$ cat src/rtl/hxm_pkg.sv
// hxm_pkg: shared widths, FIFO entry layout, FSM states and helpers for hxm_read_unpacker
package hxm_pkg;
    localparam int SSIDBITS = 8;
    localparam int HITINFOBITS = 8;
    localparam int MAXHITS = 4;
    localparam int MAXHITNBITS = 3;
    localparam int HITWORDBITS = MAXHITS * HITINFOBITS;

    typedef struct packed {
        logic [SSIDBITS-1:0] ssid;
        logic empty;
        logic [MAXHITNBITS-1:0] count;
        logic [HITWORDBITS-1:0] hitInfo;
    } hxmEntry_t;

    typedef enum logic {IDLE, EMIT} hxmState_t;

    function automatic logic [HITINFOBITS-1:0] slotInfo(input logic [HITWORDBITS-1:0] hitInfo, input logic [MAXHITNBITS-1:0] idx);
        return hitInfo[idx*HITINFOBITS +: HITINFOBITS];
    endfunction

    function automatic logic [MAXHITNBITS-1:0] clampCount(input logic [MAXHITNBITS-1:0] n);
        return (n > MAXHITNBITS'(MAXHITS)) ? MAXHITNBITS'(MAXHITS) : n;
    endfunction
endpackage

$ cat src/rtl/hxm_resp_fifo.sv
// hxm_resp_fifo: synchronous response FIFO; a push into a full FIFO succeeds when a pop happens the same cycle
module hxm_resp_fifo #(
    parameter int WIDTH = 8,
    parameter int DEPTH = 4
) (
    input  logic                     clk,
    input  logic                     reset_n,
    input  logic                     push,
    input  logic                     pop,
    input  logic [WIDTH-1:0]         wrData,
    output logic [WIDTH-1:0]         rdData,
    output logic                     full,
    output logic                     empty,
    output logic [$clog2(DEPTH):0]   count
);
    localparam int AW = $clog2(DEPTH);

    logic [WIDTH-1:0] mem [DEPTH];
    logic [AW-1:0] wrPtr, rdPtr;
    logic doPush, doPop;

    assign empty = count == '0;
    assign full = count == (AW+1)'(DEPTH);
    assign doPop = pop && !empty;
    assign doPush = push && (!full || doPop);
    assign rdData = mem[rdPtr];

    always_ff @(posedge clk)
        if (doPush) mem[wrPtr] <= wrData;

    always_ff @(posedge clk or negedge reset_n)
        if (!reset_n) begin
            wrPtr <= '0;
            rdPtr <= '0;
            count <= '0;
        end else begin
            wrPtr <= doPush ? wrPtr + AW'(1) : wrPtr;
            rdPtr <= doPop ? rdPtr + AW'(1) : rdPtr;
            count <= count + (AW+1)'(doPush) - (AW+1)'(doPop);
        end
endmodule

$ cat src/rtl/hxm_read_unpacker.sv
// hxm_read_unpacker: buffers hxmpp read responses and serialises them into one-hit-per-beat records.
// Optional HXM_EMPTY_RECORD_EN: hit-less responses are queued and emit a single out_empty record.
module hxm_read_unpacker
    import hxm_pkg::*;
#(
    parameter int FIFO_DEPTH = 4
) (
    input  logic                              clk,
    input  logic                              reset_n,
    input  logic                              resp_valid,
    input  logic [SSIDBITS-1:0]               resp_ssid,
    input  logic                              resp_hit,
    input  logic [MAXHITNBITS-1:0]            resp_nhits,
    input  logic [HITWORDBITS-1:0]            resp_hitinfo,
    output logic                              out_valid,
    input  logic                              out_ready,
    output logic [SSIDBITS-1:0]               out_ssid,
    output logic [HITINFOBITS-1:0]            out_info,
    output logic [MAXHITNBITS-1:0]            out_idx,
    output logic                              out_last,
    output logic                              out_empty,
    output logic [$clog2(FIFO_DEPTH):0]       fifo_count,
    output logic                              overflow,
    output logic                              truncated
);
    hxmEntry_t wrEntry, rdEntry;
    hxmState_t state;
    logic hasHits, pushReq, popReq, fifoFull, fifoEmpty;
    logic [HITWORDBITS-1:0] holdInfo;
    logic [MAXHITNBITS-1:0] holdCount, nextIdx;

    assign hasHits = resp_hit && resp_nhits != '0;
`ifdef HXM_EMPTY_RECORD_EN
    assign pushReq = resp_valid;
    assign wrEntry = '{ssid: resp_ssid, empty: !hasHits,
                       count: hasHits ? clampCount(resp_nhits) : MAXHITNBITS'(1),
                       hitInfo: hasHits ? resp_hitinfo : '0};
`else
    assign pushReq = resp_valid && hasHits;
    assign wrEntry = '{ssid: resp_ssid, empty: 1'b0, count: clampCount(resp_nhits), hitInfo: resp_hitinfo};
`endif

    // out_last is only meaningful in EMIT; in IDLE any non-empty FIFO triggers a pop
    assign popReq = !fifoEmpty && (state == IDLE || (out_ready && out_last));
    assign nextIdx = out_idx + MAXHITNBITS'(1);

    hxm_resp_fifo #(
        .WIDTH($bits(hxmEntry_t)),
        .DEPTH(FIFO_DEPTH)
    ) u_fifo (
        .clk(clk),
        .reset_n(reset_n),
        .push(pushReq),
        .pop(popReq),
        .wrData(wrEntry),
        .rdData(rdEntry),
        .full(fifoFull),
        .empty(fifoEmpty),
        .count(fifo_count)
    );

    always_ff @(posedge clk or negedge reset_n)
        if (!reset_n) begin
            overflow <= 1'b0;
            truncated <= 1'b0;
        end else begin
            if (pushReq && fifoFull && !popReq) overflow <= 1'b1;
            if (resp_valid && hasHits && resp_nhits > MAXHITNBITS'(MAXHITS)) truncated <= 1'b1;
        end

    always_ff @(posedge clk or negedge reset_n)
        if (!reset_n) begin
            state <= IDLE;
            holdInfo <= '0;
            holdCount <= '0;
            out_valid <= 1'b0;
            out_ssid <= '0;
            out_info <= '0;
            out_idx <= '0;
            out_last <= 1'b0;
            out_empty <= 1'b0;
        end else if (popReq) begin
            state <= EMIT;
            holdInfo <= rdEntry.hitInfo;
            holdCount <= rdEntry.count;
            out_valid <= 1'b1;
            out_ssid <= rdEntry.ssid;
            out_info <= slotInfo(rdEntry.hitInfo, '0);
            out_idx <= '0;
            out_last <= rdEntry.count == MAXHITNBITS'(1);
            out_empty <= rdEntry.empty;
        end else if (state == EMIT && out_ready) begin
            if (out_last) begin
                state <= IDLE;
                out_valid <= 1'b0;
            end else begin
                out_idx <= nextIdx;
                out_info <= slotInfo(holdInfo, nextIdx);
                out_last <= nextIdx == holdCount - MAXHITNBITS'(1);
            end
        end
endmodule

$ cat config.mk
export PLATFORM = sky130hd
export DESIGN_NAME = hxm_read_unpacker
export DESIGN_NICKNAME = d
export VERILOG_FILES = /design/src/rtl/hxm_pkg.sv /design/src/rtl/hxm_resp_fifo.sv /design/src/rtl/hxm_read_unpacker.sv
export SDC_FILE = /design/constraint.sdc
export NUM_CORES = 1
export LEC_CHECK = 0
export ABC_AREA = 1
export CAP_MARGIN = 20
export CORE_ASPECT_RATIO = 1.5
export CORE_MARGIN = 2
export CORE_UTILIZATION = 45
export DETAILED_ROUTE_END_ITERATION = 10
export PLACE_DENSITY = 0.69
export SLEW_MARGIN = 40
export SYNTH_ARGS = -nofsm -noshare
export SYNTH_HDL_FRONTEND = slang
export SYNTH_HIERARCHICAL = 1
export SYNTH_SLANG_ARGS = --single-unit
$ cat constraint.sdc
create_clock -name clk -period 10.05 [get_ports clk]
set_clock_uncertainty 0.2 [all_clocks]
set_input_delay 2.01 -clock clk [delete_from_list [all_inputs] [get_ports clk]]
set_output_delay 2.01 -clock clk [all_outputs]
set_load 0.01 [all_outputs]
### Yosys cells after proc, flatten, opt, wreduce, memory -nomap -nowiden

Memories as Yosys holds them, arrays and structs flattened.
Index checks and enable logic that the tools add are counted.

* shift-type cells: 1
* bitwise gates (word level): 1
* $mul: 0
* reduce and logical (&&, ||, !) cells: 21
* add/sub/neg operators: 6
* $lt $le $gt $ge: 1
* div/mod/pow operators: 0
* muxes and demuxes: 15
* equality and inequality tests: 4

Operator list (number)
* $shiftx A32 B7 Y8: 1
* $mux W8: 3
* $mux W3: 4
* $logic_and A1 B1 Y1: 10
* $mux W1: 8
* $add A2 B1 Y2 const B: 2
* $reduce_and A2 Y1: 2
* $reduce_bool A2 Y1: 2
* $add A3 B1 Y3: 1
* $add A3 B1 Y3 const B: 1
* $eq A3 B1 Y1 const B: 1
* $eq A3 B3 Y1: 1
* $eq A3 B3 Y1 const B: 1
* $gt A3 B3 Y1 const B: 1
* $logic_not A1 Y1: 3
* $logic_not A3 Y1: 1
* $reduce_bool A3 Y1: 1
* $sub A3 B1 Y3: 1
* $sub A3 B1 Y3 const B: 1
* $logic_or A1 B1 Y1: 2
* $ne A2 B1 Y1 const B: 1
* $not A1 Y1: 1

* bits in writable memories: 172
* memories kept: 1
* input port bits: 48
* register bits after elaboration: 66
* ROM bits: 0
* logic and storage cells: 63
* latch bits: 0

Memory list
* u_fifo.mem: words 4, width 43, rd ports 1, clocked after memory_dff 0, wr ports 1, line hxm_resp_fifo.sv:18 `logic [WIDTH-1:0] mem [DEPTH];`

### Logic depth before layout (Yosys ltp)

Gate-level depths: netlist (run 1).

* depth in word-level cells: 8
* depth in mapped cells: 11
* gate-level depth less buffers: 10

### Modules after synthesis

Netlist (run 1), hierarchy kept.

Modules (own cells, without submodules)
* hxm_resp_fifo: times used 1, area each 7050.5 um^2, cells each 523
* hxm_read_unpacker: times used 1, area each 2663.8 um^2, cells each 337

### Worst setup path after synthesis (run 1)

OpenSTA, ideal clock, no wires.

* path type: input -> register
* start: input port out_ready
* end: memory u_fifo/mem[0][0] (netlist name) (enable)
* arrival time: 4.696 ns
* path slack: 4.708 ns
* cell stages on the path: 7
* required time: 9.404 ns
* library setup time: 0.446 ns
* cells stage by stage: nand2_1 > a21oi_4 > buf_2 > inv_1 > nand3_1 > nand2_1 > nor2_1

* cells in the longest elaborated chain, start to end: 8

Ends and longest elaborated chain
* start, declared: line hxm_read_unpacker.sv:16 `input logic out_ready,`
* $logic_and A1 B1 Y1: line hxm_read_unpacker.sv:44 `assign popReq = !fifoEmpty && (state == IDLE || (out_ready && out_last));`
* $logic_or A1 B1 Y1: line hxm_read_unpacker.sv:44
* $logic_and A1 B1 Y1: line hxm_read_unpacker.sv:44
* net popReq: line hxm_read_unpacker.sv:28 `logic hasHits, pushReq, popReq, fifoFull, fifoEmpty;`
* $logic_and A1 B1 Y1: line hxm_resp_fifo.sv:24 `assign doPop = pop && !empty;`
* $logic_or A1 B1 Y1: line hxm_resp_fifo.sv:25 `assign doPush = push && (!full || doPop);`
* $logic_and A1 B1 Y1: line hxm_resp_fifo.sv:25
* $mux W1: line hxm_resp_fifo.sv:29 `if (doPush) mem[wrPtr] <= wrData;`
* $mux W1 (not written as such): line hxm_resp_fifo.sv:29
* end, declared: line hxm_resp_fifo.sv:18

The timed path passes the listed nets, and every way through them passes these cells.

### Worst setup path in the final report (run 1)

* start: input port out_ready
* end: memory u_fifo/mem[2][39] (netlist name) (enable)

* cells in the longest elaborated chain, start to end: 8

Ends and longest elaborated chain (line)
* $logic_and A1 B1 Y1: hxm_read_unpacker.sv:44
* $logic_or A1 B1 Y1: hxm_read_unpacker.sv:44
* $logic_and A1 B1 Y1: hxm_read_unpacker.sv:44
* $logic_and A1 B1 Y1: hxm_resp_fifo.sv:24
* $logic_or A1 B1 Y1: hxm_resp_fifo.sv:25
* $logic_and A1 B1 Y1: hxm_resp_fifo.sv:25
* $mux W1: hxm_resp_fifo.sv:29
* $mux W1 (not written as such): hxm_resp_fifo.sv:29

Every way passes these cells.

==> tab_implementation.tex, run 1 <==
\begin{tabular}{lr}
\hline
Metric & Value \\
\hline
\multicolumn{2}{l}{\textbf{Power and ir drop}} \\
\quad Net switching power & 0.00112 W \\
\quad Pwr per Cell Area & 291 nW/um\^{}2 \\
\quad Flop pwr share & 0.405 \\
\quad Largest vdd supply drop & 154 uV \\
\quad Gate power share & 0.320 \\
\quad P\_int & 0.00223 W \\
\quad Overall Power & 0.00335 W \\
\quad Power share of the clock group & 0.275 \\
\quad Switching Fraction & 0.334 \\
\quad Pleak & 4.43 nW \\
\multicolumn{2}{l}{\textbf{Critical path}} \\
\quad CP Data Arrival Time & 4.93 ns \\
\quad Req. time, crit path & 10.01 ns \\
\quad Slowest Stage Delay on Critical Path & 0.63 ns \\
\quad Launch point of the critical path & out\_ready \\
\quad Register-to-register setup slack & 6.41 ns \\
\quad Biggest fanout along the worst timing path & 66 \\
\quad WP buf/inv & 4 \\
\quad Standard cell with the maximum stage delay on the critical path & sky130\_fd\_sc\_hd\_\_nor2\_4 \\
\quad Cell type group with the largest total delay on the critical path & buffers and inverters \\
\quad Worst-case reg-to-reg path depth & 10 \\
\quad Worst-path cell chain & clkdlybuf4s50\_1 -> nand2\_1 -> a21oi\_4 -> buf\_4 -> inv\_1 -> nand3\_1 -> nand2\_1 -> nor2\_4 -> buf\_4 \\
\quad R2r endpoint & u\_fifo/mem[2][39] \\
\quad Kind of critical path & input pin to flop \\
\quad Nature of the critical path endpoint & flop \\
\quad Critical path launch point type & input pin \\
\quad Worst R2R Start & u\_fifo/count[2] \\
\multicolumn{2}{l}{\textbf{Finish}} \\
\quad Total Nets Final & 985 \\
\quad Leading cell type in the layout, fill and taps excluded & sky130\_fd\_sc\_hd\_\_edfxtp\_1 \\
\quad Area overhead of the layout relative to synthesis & 18.4\% \\
\quad Antenna cell count & 0 \\
\quad Most used cells in the layout excluding fill and tap cells & sky130\_fd\_sc\_hd\_\_edfxtp\_1, sky130\_fd\_sc\_hd\_\_nand2\_1, sky130\_fd\_sc\_hd\_\_nor2\_1, sky130\_fd\_sc\_hd\_\_o21ai\_0, sky130\_fd\_sc\_hd\_\_clkdlybuf4s50\_1 \\
\quad Share of cells above drive strength 1 & 0.0646 \\
\quad Number of filler cells placed in the layout & 1773 \\
\multicolumn{2}{l}{\textbf{Detailed routing}} \\
\quad DR iter-0 viols & 433 \\
\quad Via count & 6029 \\
\quad Router iterations before antenna repair & 4 \\
\quad Detailed Route WL & 18300 microns \\
\quad Post-DR wirelength/cell & 15.1 microns \\
\quad Vias per Instance & 4.97 \\
\quad Antenna Violating Nets Remaining & 0 \\
\quad DRC viols & 0 \\
\multicolumn{2}{l}{\textbf{Clocking}} \\
\quad Buffer levels on the longest clock path & 3 \\
\quad Source-to-sink clock delay at the later pin of the worst-skew pair & 0.50 ns \\
\quad Sink Count & 242 \\
\quad Number of levels the H-tree was split into & 1 \\
\quad Root buf cell & sky130\_fd\_sc\_hd\_\_clkbuf\_16 \\
\quad Buffer count from post-CTS setup fixing & 0 \\
\quad Clock tree from TritonCTS & done \\
\quad Count of hold buffers inserted by post-cts repair & 0 \\
\quad Clock buffers created by TritonCTS & 22 \\
\quad Clock transition at the registers of the reported paths & 0.06 ns \\
\quad Post-cts sizing count & 0 \\
\multicolumn{2}{l}{\textbf{Timing}} \\
\quad Pin slew with the least headroom to its limit & 0.829 ns \\
\quad Min setup slack post-route & 5.07 ns \\
\quad Highest attainable clock frequency & 201 MHz \\
\quad Count of final max-slew check failures & 0 \\
\quad Final count of hold timing violations & 0 \\
\quad Setup repair after global routing missed its margin & no \\
\quad Final min period & 4.98 ns \\
\quad Setup Total Neg Slack & 0 ns \\
\quad Period utilisation layout & 0.495 \\
\quad Number of endpoints failing setup at the final stage & 0 \\
\quad Relative slew slack & 0.447 \\
\multicolumn{2}{l}{\textbf{Floorplan}} \\
\quad Area enclosed by the die boundary & 22800 sq um \\
\quad Core area & 21100 sq um \\
\quad Height of the die & 184 microns \\
\quad \# rows & 65 \\
\quad X dimension of the die & 124 microns \\
\quad Io pins & 75 \\
\quad Initial Utilization & 0.459 \\
\multicolumn{2}{l}{\textbf{Synth}} \\
\quad Area fraction of the dominant cell type after synthesis & 0.544 \\
\quad Library cells used by synthesis & 29 \\
\quad Synthesized flop and latch total & 242 \\
\quad Combined area of all synthesized cells & 9710 sq um \\
\quad Synth area leaders & sky130\_fd\_sc\_hd\_\_edfxtp\_1, sky130\_fd\_sc\_hd\_\_dfrtp\_1, sky130\_fd\_sc\_hd\_\_nand2\_1, sky130\_fd\_sc\_hd\_\_nor2\_1, sky130\_fd\_sc\_hd\_\_o21ai\_0 \\
\quad Post-synthesis average cell area & 11.3 sq um \\
\quad Gate count of the mapped netlist & 860 \\
\quad Post-synthesis sequential area ratio & 0.714 \\
\quad Yosys Warn Count & 6 \\
\quad Largest area contributor in the netlist & sky130\_fd\_sc\_hd\_\_edfxtp\_1 \\
\multicolumn{2}{l}{\textbf{Global routing}} \\
\quad Met2 track demand over resource & 0.303 \\
\quad Antenna violations before repair & 0 \\
\quad Overall Global Routing Usage & 0.167 \\
\quad Routing layer with the top usage in global route & met2 \\
\quad Number of global-route vias before repair & 5803 \\
\quad Global routing met1 resource utilization & 0.202 \\
\quad Met3 track utilization from global routing & 0.0202 \\
\quad Wire length of the first global-routing pass & 29300 microns \\
\quad Overflow after GRT & 0 \\
\quad Largest net degree at the start of global routing & 90 \\
\multicolumn{2}{l}{\textbf{Placement}} \\
\quad HPWL after DPL & 10900 microns \\
\quad Number of port buffers & 74 \\
\quad Global placer's final weighted congestion & 0.813 \\
\quad Pre-CTS setup slack & 4.50 ns \\
\multicolumn{2}{l}{\textbf{Min path}} \\
\quad Hold Path Stages & 2 \\
\quad Class of the worst hold path & flop to flop \\
\quad Worst Min Path Start & holdInfo[16] \\
\quad Endpoint with the worst hold slack & holdInfo[16] \\
\multicolumn{2}{l}{\textbf{Flow run}} \\
\quad Max-cap viol count & 0 \\
\multicolumn{2}{l}{\textbf{Status}} \\
\quad Status & completed \\
\hline
\end{tabular}
cells in the mapped netlist:
cell / n
sky130_fd_sc_hd__nand2_1: 171
sky130_fd_sc_hd__o21bai_1: 1
sky130_fd_sc_hd__xnor2_1: 3
sky130_fd_sc_hd__a31o_2: 1
sky130_fd_sc_hd__inv_2: 2
sky130_fd_sc_hd__buf_6: 5
sky130_fd_sc_hd__ha_1: 7
sky130_fd_sc_hd__fa_1: 1
sky130_fd_sc_hd__a21oi_1: 11
sky130_fd_sc_hd__conb_1: 1
sky130_fd_sc_hd__dfrtp_1: 66
sky130_fd_sc_hd__o21ai_1: 68
sky130_fd_sc_hd__buf_4: 3
sky130_fd_sc_hd__inv_1: 35
sky130_fd_sc_hd__o21ai_0: 95
sky130_fd_sc_hd__a211oi_1: 1
sky130_fd_sc_hd__clkbuf_1: 7
sky130_fd_sc_hd__o211ai_1: 1
sky130_fd_sc_hd__buf_2: 24
sky130_fd_sc_hd__a21oi_4: 1
sky130_fd_sc_hd__nand3_1: 14
sky130_fd_sc_hd__nand3b_1: 1
sky130_fd_sc_hd__nor2_1: 158
sky130_fd_sc_hd__clkbuf_2: 3
sky130_fd_sc_hd__a31oi_1: 1
sky130_fd_sc_hd__edfxtp_1: 176
sky130_fd_sc_hd__inv_4: 1
sky130_fd_sc_hd__nor2_4: 1
sky130_fd_sc_hd__nor2_2: 1
state kept, by name (all words and copies together), names as in the netlist, 2 cells and up:
register / flops
u_fifo/mem: 176
holdInfo: 32
out_info: 8
out_ssid: 8
holdCount: 3
out_idx: 3
u_fifo/count: 3
u_fifo/rdPtr: 2
u_fifo/wrPtr: 2
logic make-up (layout without fill, tap and decap cells):
logic type / Yosys count / after routing / share of synthesized area
and+or+nand+nor: 346 / 346 / 0.137
other: 1 / 4 / 0.000386
AOI/OAI and AO/OA: 180 / 180 / 0.0952
DFF: 242 / 242 / 0.714
adders and majority gates: 8 / 8 / 0.0111
xor gates and xnor gates: 3 / 3 / 0.00271
buffers and inverters: 80 / 162 / 0.0397
worst max path at each step:
stage / endpoint / cells after the start
detailed placement: u_fifo/mem[2][12] / 9
global route: u_fifo/mem[2][39] / 9
global placement: u_fifo/mem[2][0] / 9
floorplan: u_fifo/mem[0][0] / 7
finish: u_fifo/mem[2][39] / 9
CTS: u_fifo/mem[2][37] / 9
metal layers:
layer	share of wire	vias to the layer above
met2	0.53	119
met5	0	-
met3	0.043	29
li1	-	3048
met4	0.021	0
met1	0.40	2833
final cells by class:
| cell class | count | area, sq um | share of cell area |
|---|---|---|---|
| repair buffers | 84 | 818 | 0.0712 |
| flip-flops and latches | 242 | 6940 | 0.603 |
| multi-input cells | 541 | 2430 | 0.212 |
| well taps | 268 | 335 | 0.0292 |
| inverters | 38 | 145 | 0.0126 |
| clock inverters | 10 | 155 | 0.0135 |
| clock buffers | 30 | 674 | 0.0586 |
metrics by stage:
step	util	instance area, sq um	std cells	hold WS (ns)
5_1_grt	0.544	11500	1213	0.293
2_1_floorplan	-	9730	863	0.237
3_5_place_dp	0.504	10700	1173	0.255
3_3_place_gp	0.504	10700	1173	0.250
6_report	0.544	11500	1213	0.266
4_1_cts	0.544	11500	1213	0.271
worst reg2reg max path, cell delays in order, from the launching register on:
cell and delay (ns):
sky130_fd_sc_hd__dfrtp_1 0.41, sky130_fd_sc_hd__inv_1 0.07, sky130_fd_sc_hd__nand2_1 0.17, sky130_fd_sc_hd__inv_1 0.11
sky130_fd_sc_hd__a21oi_4 0.11, sky130_fd_sc_hd__buf_4 0.54, sky130_fd_sc_hd__inv_1 0.11, sky130_fd_sc_hd__nand3_1 0.16
sky130_fd_sc_hd__nand2_1 0.28, sky130_fd_sc_hd__nor2_4 0.63, sky130_fd_sc_hd__buf_4 0.49
power by group through the flow:
stage	clock, W	sequential, W	combinational, W
after floorplan	0	0.00138	0.000746
after global placement	0	0.00138	0.00106
after detailed placement	0	0.00138	0.00109
after CTS	0.000935	0.00136	0.00109
after global routing	0.000976	0.00138	0.00122
final	0.000919	0.00136	0.00107
Note: power is estimated with default switching activity, not from simulation.
==> inputs of run 2 (changes only) <==
--- a/config.mk
+++ b/config.mk
@@ -11,7 +11,7 @@
 export CORE_MARGIN = 2
 export CORE_UTILIZATION = 45
 export DETAILED_ROUTE_END_ITERATION = 10
-export PLACE_DENSITY = 0.69
+export PLACE_DENSITY = 0.72
 export SLEW_MARGIN = 40
 export SYNTH_ARGS = -nofsm -noshare
 export SYNTH_HDL_FRONTEND = slang
==> constraint.sdc (replaced) <==
create_clock -name clk -period 4.43 [get_ports clk]
set_clock_uncertainty 0.2 [all_clocks]
set_input_delay 0.886 -clock clk [delete_from_list [all_inputs] [get_ports clk]]
set_output_delay 0.886 -clock clk [all_outputs]
set_load 0.01 [all_outputs]
==> run 2 against run 1 <==
Compared with the run above:
- global-route usage is 1.1 points higher
- wire length increased by 8.0%
- die area unchanged
- critical path type unchanged
- first-iteration DRC count down 2.3%
- register-to-register slack worse by 4.8 ns
- combinational power rose by 130%
- non-clock buffer count up 6
- sequential power grew 130%
- power rose by 130%
==> tab_implementation.tex, run 2 (synthesized netlist as in run 1, its figures left out) <==
\begin{tabular}{lr}
\hline
Metric & Value \\
\hline
\multicolumn{2}{l}{\textbf{Placement}} \\
\quad Pre-CTS setup slack & 0.893 ns (-3.61 ns) \\
\quad DP Area & 10700 sq um (+0.65\%) \\
\quad HPWL after DPL & 13000 microns (+20\%) \\
\quad Number of port buffers & 74 (unchanged) \\
\quad Global placer's final weighted congestion & 0.833 (+2.4\%) \\
\quad Number of instances in the placed design & 1179 (+0.51\%) \\
\multicolumn{2}{l}{\textbf{Finish}} \\
\quad Leading cell type in the layout, fill and taps excluded & sky130\_fd\_sc\_hd\_\_edfxtp\_1 \\
\quad Area overhead of the layout relative to synthesis & 18.3\% (about the same) \\
\quad Number of filler cells placed in the layout & 1747 (-1.5\%) \\
\quad Largest register by flop count & u\_fifo/mem \\
\quad Share of cells above drive strength 1 & 0.0672 (+0.00268) \\
\quad Final cell area excluding filler cells & 11500 sq um (about the same) \\
\quad Antenna cell count & 0 (unchanged) \\
\quad Biggest regs & u\_fifo/mem: 176 flops, holdInfo: 32 flops \\
\quad Post-route non-filler standard cell count & 1220 (+0.58\%) \\
\quad Most used cells in the layout excluding fill and tap cells & sky130\_fd\_sc\_hd\_\_edfxtp\_1, sky130\_fd\_sc\_hd\_\_nand2\_1, sky130\_fd\_sc\_hd\_\_nor2\_1, sky130\_fd\_sc\_hd\_\_o21ai\_0, sky130\_fd\_sc\_hd\_\_clkdlybuf4s50\_1 \\
\quad Max FFs per register & 176 (unchanged) \\
\quad Total Nets Final & 992 (+0.71\%) \\
\multicolumn{2}{l}{\textbf{Detailed routing}} \\
\quad DR iter-0 viols & 423 (-2.3\%) \\
\quad Detailed Route WL & 19800 microns (+8.0\%) \\
\quad Post-DR wirelength/cell & 16.2 microns (+7.4\%) \\
\quad Router iterations before antenna repair & 4 (unchanged) \\
\quad Vias per Instance & 5.09 (+2.5\%) \\
\quad DRC viols & 0 (unchanged) \\
\quad Antenna Violating Nets Remaining & 0 (unchanged) \\
\quad Via count & 6213 (+3.1\%) \\
\multicolumn{2}{l}{\textbf{Global routing}} \\
\quad Overflow after GRT & 0 (unchanged) \\
\quad Wire length of the first global-routing pass & 31200 microns (+6.5\%) \\
\quad Overall Global Routing Usage & 0.177 (+0.0110) \\
\quad Antenna violations before repair & 0 (unchanged) \\
\quad Largest net degree at the start of global routing & 90 (unchanged) \\
\quad Number of global-route vias before repair & 6064 (+4.5\%) \\
\multicolumn{2}{l}{\textbf{Clocking}} \\
\quad Clock tree from TritonCTS & done \\
\quad Source-to-sink clock delay at the later pin of the worst-skew pair & 0.50 ns (about the same) \\
\quad Post-cts sizing count & 0 (unchanged) \\
\quad Clock transition at the registers of the reported paths & 0.07 ns (about the same) \\
\quad Root buf cell & sky130\_fd\_sc\_hd\_\_clkbuf\_16 \\
\quad Sink Count & 242 (unchanged) \\
\quad Buffer levels on the longest clock path & 3 (unchanged) \\
\quad Count of hold buffers inserted by post-cts repair & 0 (unchanged) \\
\quad Buffer count from post-CTS setup fixing & 0 (unchanged) \\
\quad Number of levels the H-tree was split into & 1 (unchanged) \\
\quad Clock buffers created by TritonCTS & 23 (+4.5\%) \\
\multicolumn{2}{l}{\textbf{Critical path}} \\
\quad CP Data Arrival Time & 3.20 ns (-1.73 ns) \\
\quad Levels on crit path & 10 (+1) \\
\quad Req. time, crit path & 4.62 ns (-5.39 ns) \\
\quad Worst R2R Start & u\_fifo/count[2] \\
\quad Nature of the critical path endpoint & flop \\
\quad Register-to-register setup slack & 1.65 ns (-4.76 ns) \\
\quad Critical path launch point type & input pin \\
\quad Standard cell with the maximum stage delay on the critical path & sky130\_fd\_sc\_hd\_\_buf\_4 \\
\quad R2r endpoint & u\_fifo/count[2] \\
\quad Kind of critical path & input pin to flop \\
\quad Cell type group with the largest total delay on the critical path & buffers and inverters \\
\quad Worst-path cell chain & clkdlybuf4s50\_1 -> nand2\_1 -> a21oi\_4 -> buf\_4 -> nand2\_1 -> nand3\_1 -> nand2\_1 -> ha\_1 -> fa\_1 -> xnor2\_1 \\
\quad Slowest Stage Delay on Critical Path & 0.52 ns (-0.11 ns) \\
\quad Cell repeated most along the worst path & sky130\_fd\_sc\_hd\_\_nand2\_1 \\
\quad Biggest fanout along the worst timing path & 65 (-1.5\%) \\
\quad WP buf/inv & 2 (-2) \\
\quad Worst-case reg-to-reg path depth & 11 (+1) \\
\multicolumn{2}{l}{\textbf{Power and ir drop}} \\
\quad Pwr per Cell Area & 656 nW/um\^{}2 (+130\%) \\
\quad Pleak & 4.43 nW (+0.18\%) \\
\quad Largest vdd supply drop & 321 uV (+110\%) \\
\multicolumn{2}{l}{\textbf{Flow run}} \\
\quad Max-cap viol count & 0 (unchanged) \\
\multicolumn{2}{l}{\textbf{Min path}} \\
\quad Class of the worst hold path & input pin to asynchronous set/reset pin \\
\multicolumn{2}{l}{\textbf{Floorplan}} \\
\quad X dimension of the die & 124 microns (unchanged) \\
\quad Initial Utilization & 0.459 (unchanged) \\
\quad Height of the die & 184 microns (unchanged) \\
\quad \# rows & 65 (unchanged) \\
\quad Io pins & 75 (unchanged) \\
\quad Area enclosed by the die boundary & 22800 sq um (unchanged) \\
\quad Core area & 21100 sq um (unchanged) \\
\multicolumn{2}{l}{\textbf{Timing}} \\
\quad Setup repair after global routing missed its margin & no \\
\quad Final min period & 3.01 ns \\
\quad Number of endpoints failing setup at the final stage & 0 (unchanged) \\
\quad Setup Total Neg Slack & 0 ns (unchanged) \\
\quad Pin slew with the least headroom to its limit & 0.790 ns (-0.0394 ns) \\
\quad Worst hold margin & 0.158 ns (-0.108 ns) \\
\quad Period utilisation layout & 0.680 \\
\quad Final count of hold timing violations & 0 (unchanged) \\
\quad Min setup slack post-route & 1.42 ns (-3.65 ns) \\
\quad Relative slew slack & 0.474 (+0.0263) \\
\quad Count of final max-slew check failures & 0 (unchanged) \\
\quad Highest attainable clock frequency & 332 MHz \\
\multicolumn{2}{l}{\textbf{Status}} \\
\quad Status & completed \\
\hline
\end{tabular}
-- run 2: area by class of cell --
cell class / instances / area (sq um) / area share
clock buffer: 37 / 708 / 0.0616
multi-input combinational: 541 / 2430 / 0.212
tap: 268 / 335 / 0.0292
inverter: 38 / 146 / 0.0127
clock inverter: 4 / 51.3 / 0.00446
sequential: 242 / 6940 / 0.604
timing repair buffer: 90 / 883 / 0.0768
-- run 2: layer usage --
layer | track usage | vias to the layer above | routed length [microns]
li1 | - | 3065 | -
met1 | 0.219 | 2975 | 7850
met2 | 0.320 | 140 | 10600
met3 | 0.0239 | 33 | 855
met4 | 0.0539 | 0 | 452
met5 | 0 | - | 0
-- run 2: per-stage QoR --
stage	total power, W	utilization
global route	0.00803	0.544
global placement	0.00561	0.508
detailed placement	0.00568	0.508
CTS	0.00761	0.544
floorplan	0.00483	-
finish	0.00754	0.544
-- run 2: how the worst max path moves through the flow --
stage                         start                to  slack, ns
after floorplan           out_ready  u_fifo/mem[0][0]       0.21
after global placement    out_ready   u_fifo/count[2]       0.94
after detailed placement  out_ready   u_fifo/count[2]       0.89
after CTS                 out_ready   u_fifo/count[2]       1.42
after global routing      out_ready   u_fifo/count[2]       1.29
final                     out_ready   u_fifo/count[2]       1.42
-- run 2: report_power, final --
group	total (W)	switching (W)	internal (W)
logic	0.00249	0.00160	0.000887
clock network	0.00193	0.000774	0.00115
registers	0.00313	0.000243	0.00289
==> inputs of run 3 (changes only) <==
--- a/config.mk
+++ b/config.mk
@@ -11,7 +11,7 @@
 export CORE_MARGIN = 2
 export CORE_UTILIZATION = 45
 export DETAILED_ROUTE_END_ITERATION = 10
-export PLACE_DENSITY = 0.72
+export PLACE_DENSITY = 0.69
 export SLEW_MARGIN = 40
 export SYNTH_ARGS = -nofsm -noshare
 export SYNTH_HDL_FRONTEND = slang
==> constraint.sdc (replaced) <==
create_clock -name clk -period 3 [get_ports clk]
set_clock_uncertainty 0.2 [all_clocks]
set_input_delay 0.6 -clock clk [delete_from_list [all_inputs] [get_ports clk]]
set_output_delay 0.6 -clock clk [all_outputs]
set_load 0.01 [all_outputs]
==> run 3 against run 2 <==
Compared with the run above:
- final area is 0.74% higher
- critical path depth is 8 lower
- register-to-register slack worse by 1.1 ns
- die area stayed put
- critical path type is now flop to output pin
- combinational power is 52% higher
- critical endpoint is now out_idx[0]
- worst setup slack worse by 0.97 ns
==> tab_implementation.tex, run 3 (synthesized netlist as in run 1, its figures left out) <==
\begin{tabular}{lr}
\hline
Metric & Value \\
\hline
\multicolumn{2}{l}{\textbf{Status}} \\
\quad Status & completed \\
\multicolumn{2}{l}{\textbf{Clocking}} \\
\quad Clock transition at the registers of the reported paths & 0.07 ns (about the same) \\
\quad Clock buffers created by TritonCTS & 22 (-4.3\%) \\
\quad Clock tree from TritonCTS & done \\
\quad Root buf cell & sky130\_fd\_sc\_hd\_\_clkbuf\_16 \\
\quad Post-cts sizing count & 0 (unchanged) \\
\quad Buffer levels on the longest clock path & 3 (unchanged) \\
\quad Sink Count & 242 (unchanged) \\
\quad Number of levels the H-tree was split into & 1 (unchanged) \\
\quad Source-to-sink clock delay at the later pin of the worst-skew pair & 0.50 ns (about the same) \\
\multicolumn{2}{l}{\textbf{Detailed routing}} \\
\quad DR iter-0 viols & 535 (+26\%) \\
\quad Antenna Violating Nets Remaining & 0 (unchanged) \\
\quad Via count & 6248 (+0.56\%) \\
\quad Vias per Instance & 5.09 (about the same) \\
\quad DRC viols & 0 (unchanged) \\
\quad Router iterations before antenna repair & 5 (+1) \\
\quad Detailed Route WL & 19500 microns (-1.7\%) \\
\quad Post-DR wirelength/cell & 15.9 microns (-2.2\%) \\
\multicolumn{2}{l}{\textbf{Critical path}} \\
\quad Worst-path cell chain & buf\_4 -> clkdlybuf4s50\_1 \\
\quad Cell type group with the largest total delay on the critical path & buffers and inverters \\
\quad Slowest Stage Delay on Critical Path & 0.59 ns (+0.07 ns) \\
\quad Req. time, crit path & 2.20 ns (-2.42 ns) \\
\quad WP buf/inv & 2 (unchanged) \\
\quad Nature of the critical path endpoint & output pin \\
\quad Standard cell with the maximum stage delay on the critical path & sky130\_fd\_sc\_hd\_\_clkdlybuf4s50\_1 \\
\quad Kind of critical path & flop to output pin \\
\quad Critical path launch point type & flop \\
\quad Biggest fanout along the worst timing path & 30 (-54\%) \\
\quad CP Data Arrival Time & 1.75 ns (-1.45 ns) \\
\multicolumn{2}{l}{\textbf{Timing}} \\
\quad Highest attainable clock frequency & 392 MHz \\
\quad Final count of hold timing violations & 0 (unchanged) \\
\quad Number of endpoints failing setup at the final stage & 0 (unchanged) \\
\quad Count of final max-slew check failures & 0 (unchanged) \\
\quad Setup Total Neg Slack & 0 ns (unchanged) \\
\quad Pin slew with the least headroom to its limit & 0.648 ns (-0.141 ns) \\
\quad Final min period & 2.55 ns \\
\quad Worst hold margin & 0.264 ns (+0.106 ns) \\
\quad Relative slew slack & 0.568 (+0.0943) \\
\quad Period utilisation layout & 0.849 \\
\quad Setup repair after global routing missed its margin & no \\
\multicolumn{2}{l}{\textbf{Finish}} \\
\quad Largest register by flop count & u\_fifo/mem \\
\quad Total Nets Final & 999 (+0.71\%) \\
\quad Post-route non-filler standard cell count & 1227 (+0.57\%) \\
\quad Area overhead of the layout relative to synthesis & 19.2\% \\
\quad Max FFs per register & 176 (unchanged) \\
\quad Antenna cell count & 0 (unchanged) \\
\quad Most used cells in the layout excluding fill and tap cells & sky130\_fd\_sc\_hd\_\_edfxtp\_1, sky130\_fd\_sc\_hd\_\_nand2\_1, sky130\_fd\_sc\_hd\_\_nor2\_1, sky130\_fd\_sc\_hd\_\_o21ai\_0, sky130\_fd\_sc\_hd\_\_clkdlybuf4s50\_1 \\
\quad Biggest regs & u\_fifo/mem: 176 flops, holdInfo: 32 flops \\
\quad Number of filler cells placed in the layout & 1764 (+0.97\%) \\
\quad Leading cell type in the layout, fill and taps excluded & sky130\_fd\_sc\_hd\_\_edfxtp\_1 \\
\quad Share of cells above drive strength 1 & 0.0761 (+0.00889) \\
\multicolumn{2}{l}{\textbf{Power and ir drop}} \\
\quad P\_int & 0.00720 W (+46\%) \\
\quad Gate power share & 0.342 (+0.012) \\
\quad Pwr per Cell Area & 955 nW/um\^{}2 (+46\%) \\
\quad Pleak & 4.46 nW (+0.50\%) \\
\quad Net switching power & 0.00387 W (+48\%) \\
\quad Power share of the clock group & 0.245 (-0.010) \\
\quad Switching Fraction & 0.350 (+0.00286) \\
\quad Flop pwr share & 0.413 (-0.002) \\
\quad Overall Power & 0.0111 W (+47\%) \\
\quad Largest vdd supply drop & 511 uV (+59\%) \\
\multicolumn{2}{l}{\textbf{Floorplan}} \\
\quad Initial Utilization & 0.459 (unchanged) \\
\quad X dimension of the die & 124 microns (unchanged) \\
\quad Height of the die & 184 microns (unchanged) \\
\quad Area enclosed by the die boundary & 22800 sq um (unchanged) \\
\quad \# rows & 65 (unchanged) \\
\quad Core area & 21100 sq um (unchanged) \\
\quad Io pins & 75 (unchanged) \\
\multicolumn{2}{l}{\textbf{Global routing}} \\
\quad Number of global-route vias before repair & 6226 (+2.7\%) \\
\quad Largest net degree at the start of global routing & 55 (-39\%) \\
\quad Wire length of the first global-routing pass & 31100 microns (-0.36\%) \\
\quad Overflow after GRT & 0 (unchanged) \\
\quad Overall Global Routing Usage & 0.177 (-0.000340) \\
\quad Antenna violations before repair & 0 (unchanged) \\
\multicolumn{2}{l}{\textbf{Placement}} \\
\quad Global placer's final weighted congestion & 0.787 (-5.6\%) \\
\quad Number of instances in the placed design & 1186 (+0.59\%) \\
\quad Number of port buffers & 74 (unchanged) \\
\quad HPWL after DPL & 12400 microns (-4.9\%) \\
\multicolumn{2}{l}{\textbf{Flow run}} \\
\quad Max-cap viol count & 0 (unchanged) \\
\multicolumn{2}{l}{\textbf{Min path}} \\
\quad Class of the worst hold path & flop to flop \\
\hline
\end{tabular}
run 3: cell types whose count changed in the layout (fill, tap and decap cells not counted), moves of 2 or more:
cell,delta
sky130_fd_sc_hd__buf_12,+6
sky130_fd_sc_hd__clkinvlp_4,+5
sky130_fd_sc_hd__clkinv_4,+2
sky130_fd_sc_hd__clkbuf_1,-3
sky130_fd_sc_hd__clkinv_2,+2
sky130_fd_sc_hd__clkbuf_8,-7
run 3: worst paths after layout:
check,from,endpoint,slack (ns),depth (start not counted)
min in group asynchronous,reset_n,truncated,0.45,2
worst max register to register,u_fifo/count[2],u_fifo/mem[2][0],0.55,9
worst max-delay path,out_idx[0],out_idx[0],0.45,2
worst min register to register,holdInfo[18],holdInfo[18],0.26,2
max in group asynchronous,reset_n,holdInfo[10],1.47,3
worst min-delay path,holdInfo[18],holdInfo[18],0.26,2
run 3: worst reg2reg max path: cells and delay by family (launching register included):
| family | cells | cell delay [ns] |
|---|---|---|
| DFF | 1 | 0.44 |
| and+or+nand+nor | 4 | 0.78 |
| buffers and inverters | 4 | 0.55 |
| AOI/OAI and AO/OA | 1 | 0.17 |
run 3: repair_timing:
action | CTS | global route
hold endpoints to repair | 23 | 0
endpoints found under the setup margin | 0 | 0
setup buffers | 0 | 0
hold buffers | 1 | 0
run 3: cell type report:
cell class	count	area [sq um]	area share
Clock inverter	13	110	0.00951
Multi-Input combinational cell	541	2430	0.210
Clock buffer	27	601	0.0519
Tap cell	268	335	0.0290
Inverter	38	145	0.0125
Timing Repair Buffer	98	1020	0.0879
Sequential cell	242	6940	0.599
run 3: routing by layer:
layer | global-route usage | wire [microns]
met5 | 0 | 0
met1 | 0.216 | 7900
met4 | 0.0661 | 501
met3 | 0.0186 | 714
met2 | 0.319 | 10400
run 3: power groups by stage:
stage          combinational, W  sequential, W  clock (W)
6_report                0.00378        0.00457    0.00271
4_1_cts                 0.00381        0.00458    0.00276
3_5_place_dp            0.00380        0.00464          0
5_1_grt                 0.00428        0.00464    0.00287
3_3_place_gp            0.00372        0.00463          0
2_1_floorplan           0.00251        0.00463          0
run 3: per-stage QoR:
step	cell area (sq um)	utilization	setup slack (ns)
after floorplan	9740	-	-0.243
after detailed placement	10900	0.514	0.118
after CTS	11600	0.548	0.437
after global routing	11600	0.548	0.365
final	11600	0.548	0.452
after global placement	10900	0.514	0.133
==> variant 1, RTL diff (flow settings as in run 1) <==
The option `HXM_EMPTY_RECORD_EN` is turned on by a define.
--- a/src/rtl/hxm_read_unpacker.sv
+++ b/src/rtl/hxm_read_unpacker.sv
@@ -2,2 +2,4 @@
 // Optional HXM_EMPTY_RECORD_EN: hit-less responses are queued and emit a single out_empty record.
+`define HXM_EMPTY_RECORD_EN
+
 module hxm_read_unpacker
Formal check against the unedited RTL: not equivalent (a bounded check fails within 4 cycles, from zero or initial values and one cycle with reset_n low).
==> variant 1 against run 1 <==
Cell count is 5.3% higher. Die area rose by 3.0%. Synthesized area increased by 3.1%. Critical path type unchanged. Sequential share of layout area down 0.72 points. Count of clock-buffer cells in the layout is 6 lower. Synthesized cell count is 7.7% higher. Sequential cell count unchanged. Register-to-register slack better by 400 ps. Routed wire length up 5.3%. Power is 3.2% higher. Setup slack gained 370 ps. Cell area is 1.2% higher.
==> variant 1: results (changes against run 1) <==
stage	metric	value	unit	change
route	met1 WL	7810	um	+6.2%
cells_and_area	nets@finish	1045		+6.1%
cells_and_area	Seq/total area	0.596		-0.00720
global_routing	global-route wire length before repair	31500	um	+7.5%
worst_hold_path	hold path cells	1		-1
synthesis	post-synth cell types	28		-3.4%
placed_design	DP HPWL	11300	um	+4.3%
global_routing	largest net degree at the start of global routing	92		+2.2%
global_routing	met1 usage	0.203		+0.00178
cells_and_area	fill count	1885		+6.3%
run_status	status	finished, final reports clean		
route	drt pass-1 iters	5		+1
placed_design	Final Wtd Congestion	0.762		-6.3%
route	via count	6375		+5.7%
global_routing	met2 Use GR	0.300		-0.00244
cells_and_area	Signal buf overhead	0.0706		-0.000527
critical_path	R2R Path End	u_fifo/mem[3][21]$_DFFE_PP_		
power	P_clk	0.000822	W	-11%
cells_and_area	multi-input combinational area share	0.218		+0.00650
cells_and_area	Non-CTS inverters	73		+92%
cells_and_area	Layout clock area frac	0.0621		-0.0100
placed_design	number of cells after detailed placement	1237		+5.5%
synthesis	Mapped Cells	926		+7.7%
global_routing	GR Util met3	0.0226		+0.00249
route	Initial DRC Count	466		+7.6%
route	DR WL met2	10300	um	+5.0%
global_routing	vias in the first global route	6148		+5.9%
power	seq pwr	0.00147	W	+8%
critical_path	r2r setup slk	6810	ps	+400 ps
critical_path	crit path DAT	4530	ps	-400 ps
power	Max VDD drop	0.000139	V	-9.7%
cells_and_area	clkbuf count	24		-20%
power	Leak	4.63	nW	+4.6%
route	met3 wire length	788	um	+0.25%
cells_and_area	share of layout cells above drive strength 1	0.0607		-0.00385
critical_path	crit-path max cell delay	550	ps	-80 ps
variant 1: stage by stage:
step                hold WS [ps]   util
finish                       269  0.534
global route                 285  0.534
CTS                          272  0.534
detailed placement           255  0.501
global placement             250  0.500
floorplan                    237      -
variant 1: worst max-delay path by stage:
stage               startpoint                           to  slack (ps)  depth (start not counted)
global placement     out_ready  u_fifo/mem[2][17]$_DFFE_PP_        4990                          9
finish               out_ready  u_fifo/mem[3][21]$_DFFE_PP_        5440                          9
floorplan            out_ready   u_fifo/mem[0][0]$_DFFE_PP_        4760                          8
detailed placement   out_ready  u_fifo/mem[2][17]$_DFFE_PP_        4910                          9
CTS                  out_ready  u_fifo/mem[2][21]$_DFFE_PP_        5420                          9
global route         out_ready   u_fifo/mem[2][5]$_DFFE_PP_        5260                          9
variant 1: kinds of logic after synthesis:
kind of cell / Yosys count / synth area share
simple gates: 373 / 0.143
flops: 242 / 0.693
compound gates: 182 / 0.0932
buf+inv: 118 / 0.0572
fa+ha+maj: 8 / 0.0107
xor+xnor: 3 / 0.00263
==> variant 2, RTL diff (flow settings as in run 1) <==
Without the edit above. Reset style: synchronous (`reset_n`), changed in 3 clocked blocks.
--- a/src/rtl/hxm_resp_fifo.sv
+++ b/src/rtl/hxm_resp_fifo.sv
@@ -30,3 +30,3 @@
 
-    always_ff @(posedge clk or negedge reset_n)
+    always_ff @(posedge clk)
         if (!reset_n) begin
--- a/src/rtl/hxm_read_unpacker.sv
+++ b/src/rtl/hxm_read_unpacker.sv
@@ -61,3 +61,3 @@
 
-    always_ff @(posedge clk or negedge reset_n)
+    always_ff @(posedge clk)
         if (!reset_n) begin
@@ -70,3 +70,3 @@
 
-    always_ff @(posedge clk or negedge reset_n)
+    always_ff @(posedge clk)
         if (!reset_n) begin
Formal check against the unedited RTL: differs if reset_n is asserted again (counterexample within 4 cycles, from zero or initial values and one cycle with reset_n low); with reset_n held inactive, the same outputs for 4 cycles.
==> variant 2 against run 1 <==
Clock power is 15% lower. Sequential cell count up 2. Synthesized area shrank 0.19%. Worst hold slack got worse by 18 ps. Non-clock buffer count shrank 1. Critical path depth rose by 3. Register-to-register slack better by 160 ps. Utilization down 1.0 points. Power is 15% lower. Critical endpoint is now u_fifo/mem[1][20]$_DFFE_PP_. Count of clock-buffer cells in the layout fell by 1. Setup slack improved by 190 ps. Cell area shrank 2.3%. Routed wire length rose by 7.9%.
==> variant 2: results (changes against run 1) <==
stage	metric	value	unit	change
run_status	status	finished, final reports clean		
critical_path	crit path DAT	4710	ps	-220 ps
placed_design	DP HPWL	11600	um	+7.0%
power	Leak	4.06	nW	-8.2%
synthesis	compound-gate portion of the synthesized area	0.126		+0.0312
synthesis	fraction of registers with async set/reset	0		-0.273
power	power density over the cells	253	mW/mm^2	-13%
synthesis	synth top area cells	edfxtp_1, dfxtp_1, o21ai_0		
power	Flop pwr share	0.441		+0.036
cells_and_area	nets@finish	986		+0.10%
placed_design	pre-CTS setup slack	4790	ps	+283 ps
route	DR WL met2	10800	um	+10%
route	drt wl/cell	16.3	um	+8.0%
cts	number of buffers created by CTS	21		-4.5%
cells_and_area	area occupied by multi-input gates	0.00251	mm^2	+3.0%
route	Initial DRC Count	511		+18%
worst_hold_path	hold_sp	overflow$_SDFFE_PN0P_		
global_routing	GRT Overall Usage	0.178		+0.0115
sta	Worst-Margin Slew	764	ps	-65.5 ps
placed_design	Final Wtd Congestion	0.794		-2.4%
route	met3 wire length	878	um	+12%
critical_path	crit-path max cell delay	550	ps	-80 ps
critical_path	Max FO, Critical Path	74		+12%
global_routing	vias in the first global route	6179		+6.5%
route	via count	6311		+4.7%
synthesis	post-synth cell types	30		+3.4%
synthesis	Adder-Cell Fraction of Synth Area	0.0111		+0.0000214
variant 2: critical path: cells and delay by family:
family | cells | cell delay [ps]
simple gates | 6 | 790
buf+inv | 6 | 1760
variant 2: worst paths after layout:
check / endpoint / slack [ps] / cells after the start
worst max register to register: u_fifo/count[2]$_SDFF_PN0_ / 6570 / 17
worst min register to register: overflow$_SDFFE_PN0P_ / 250 / 2
worst min-delay path: overflow$_SDFFE_PN0P_ / 250 / 2
worst max-delay path: u_fifo/mem[1][20]$_DFFE_PP_ / 5260 / 12
variant 2: metal layers:
| metal | track usage | up-vias |
|---|---|---|
| met2 | 0.333 | 137 |
| met1 | 0.209 | 3023 |
| met5 | 0 | - |
| met4 | 0.0468 | 0 |
| li1 | - | 3132 |
| met3 | 0.0257 | 19 |
variant 2: cell type report:
class	count	area share
clock inverters	8	0.00835
well taps	268	0.0298
clock buffers	29	0.0504
flip-flops and latches	244	0.592
inverters	72	0.0245
multi-input cells	508	0.223
repair buffers	83	0.0722
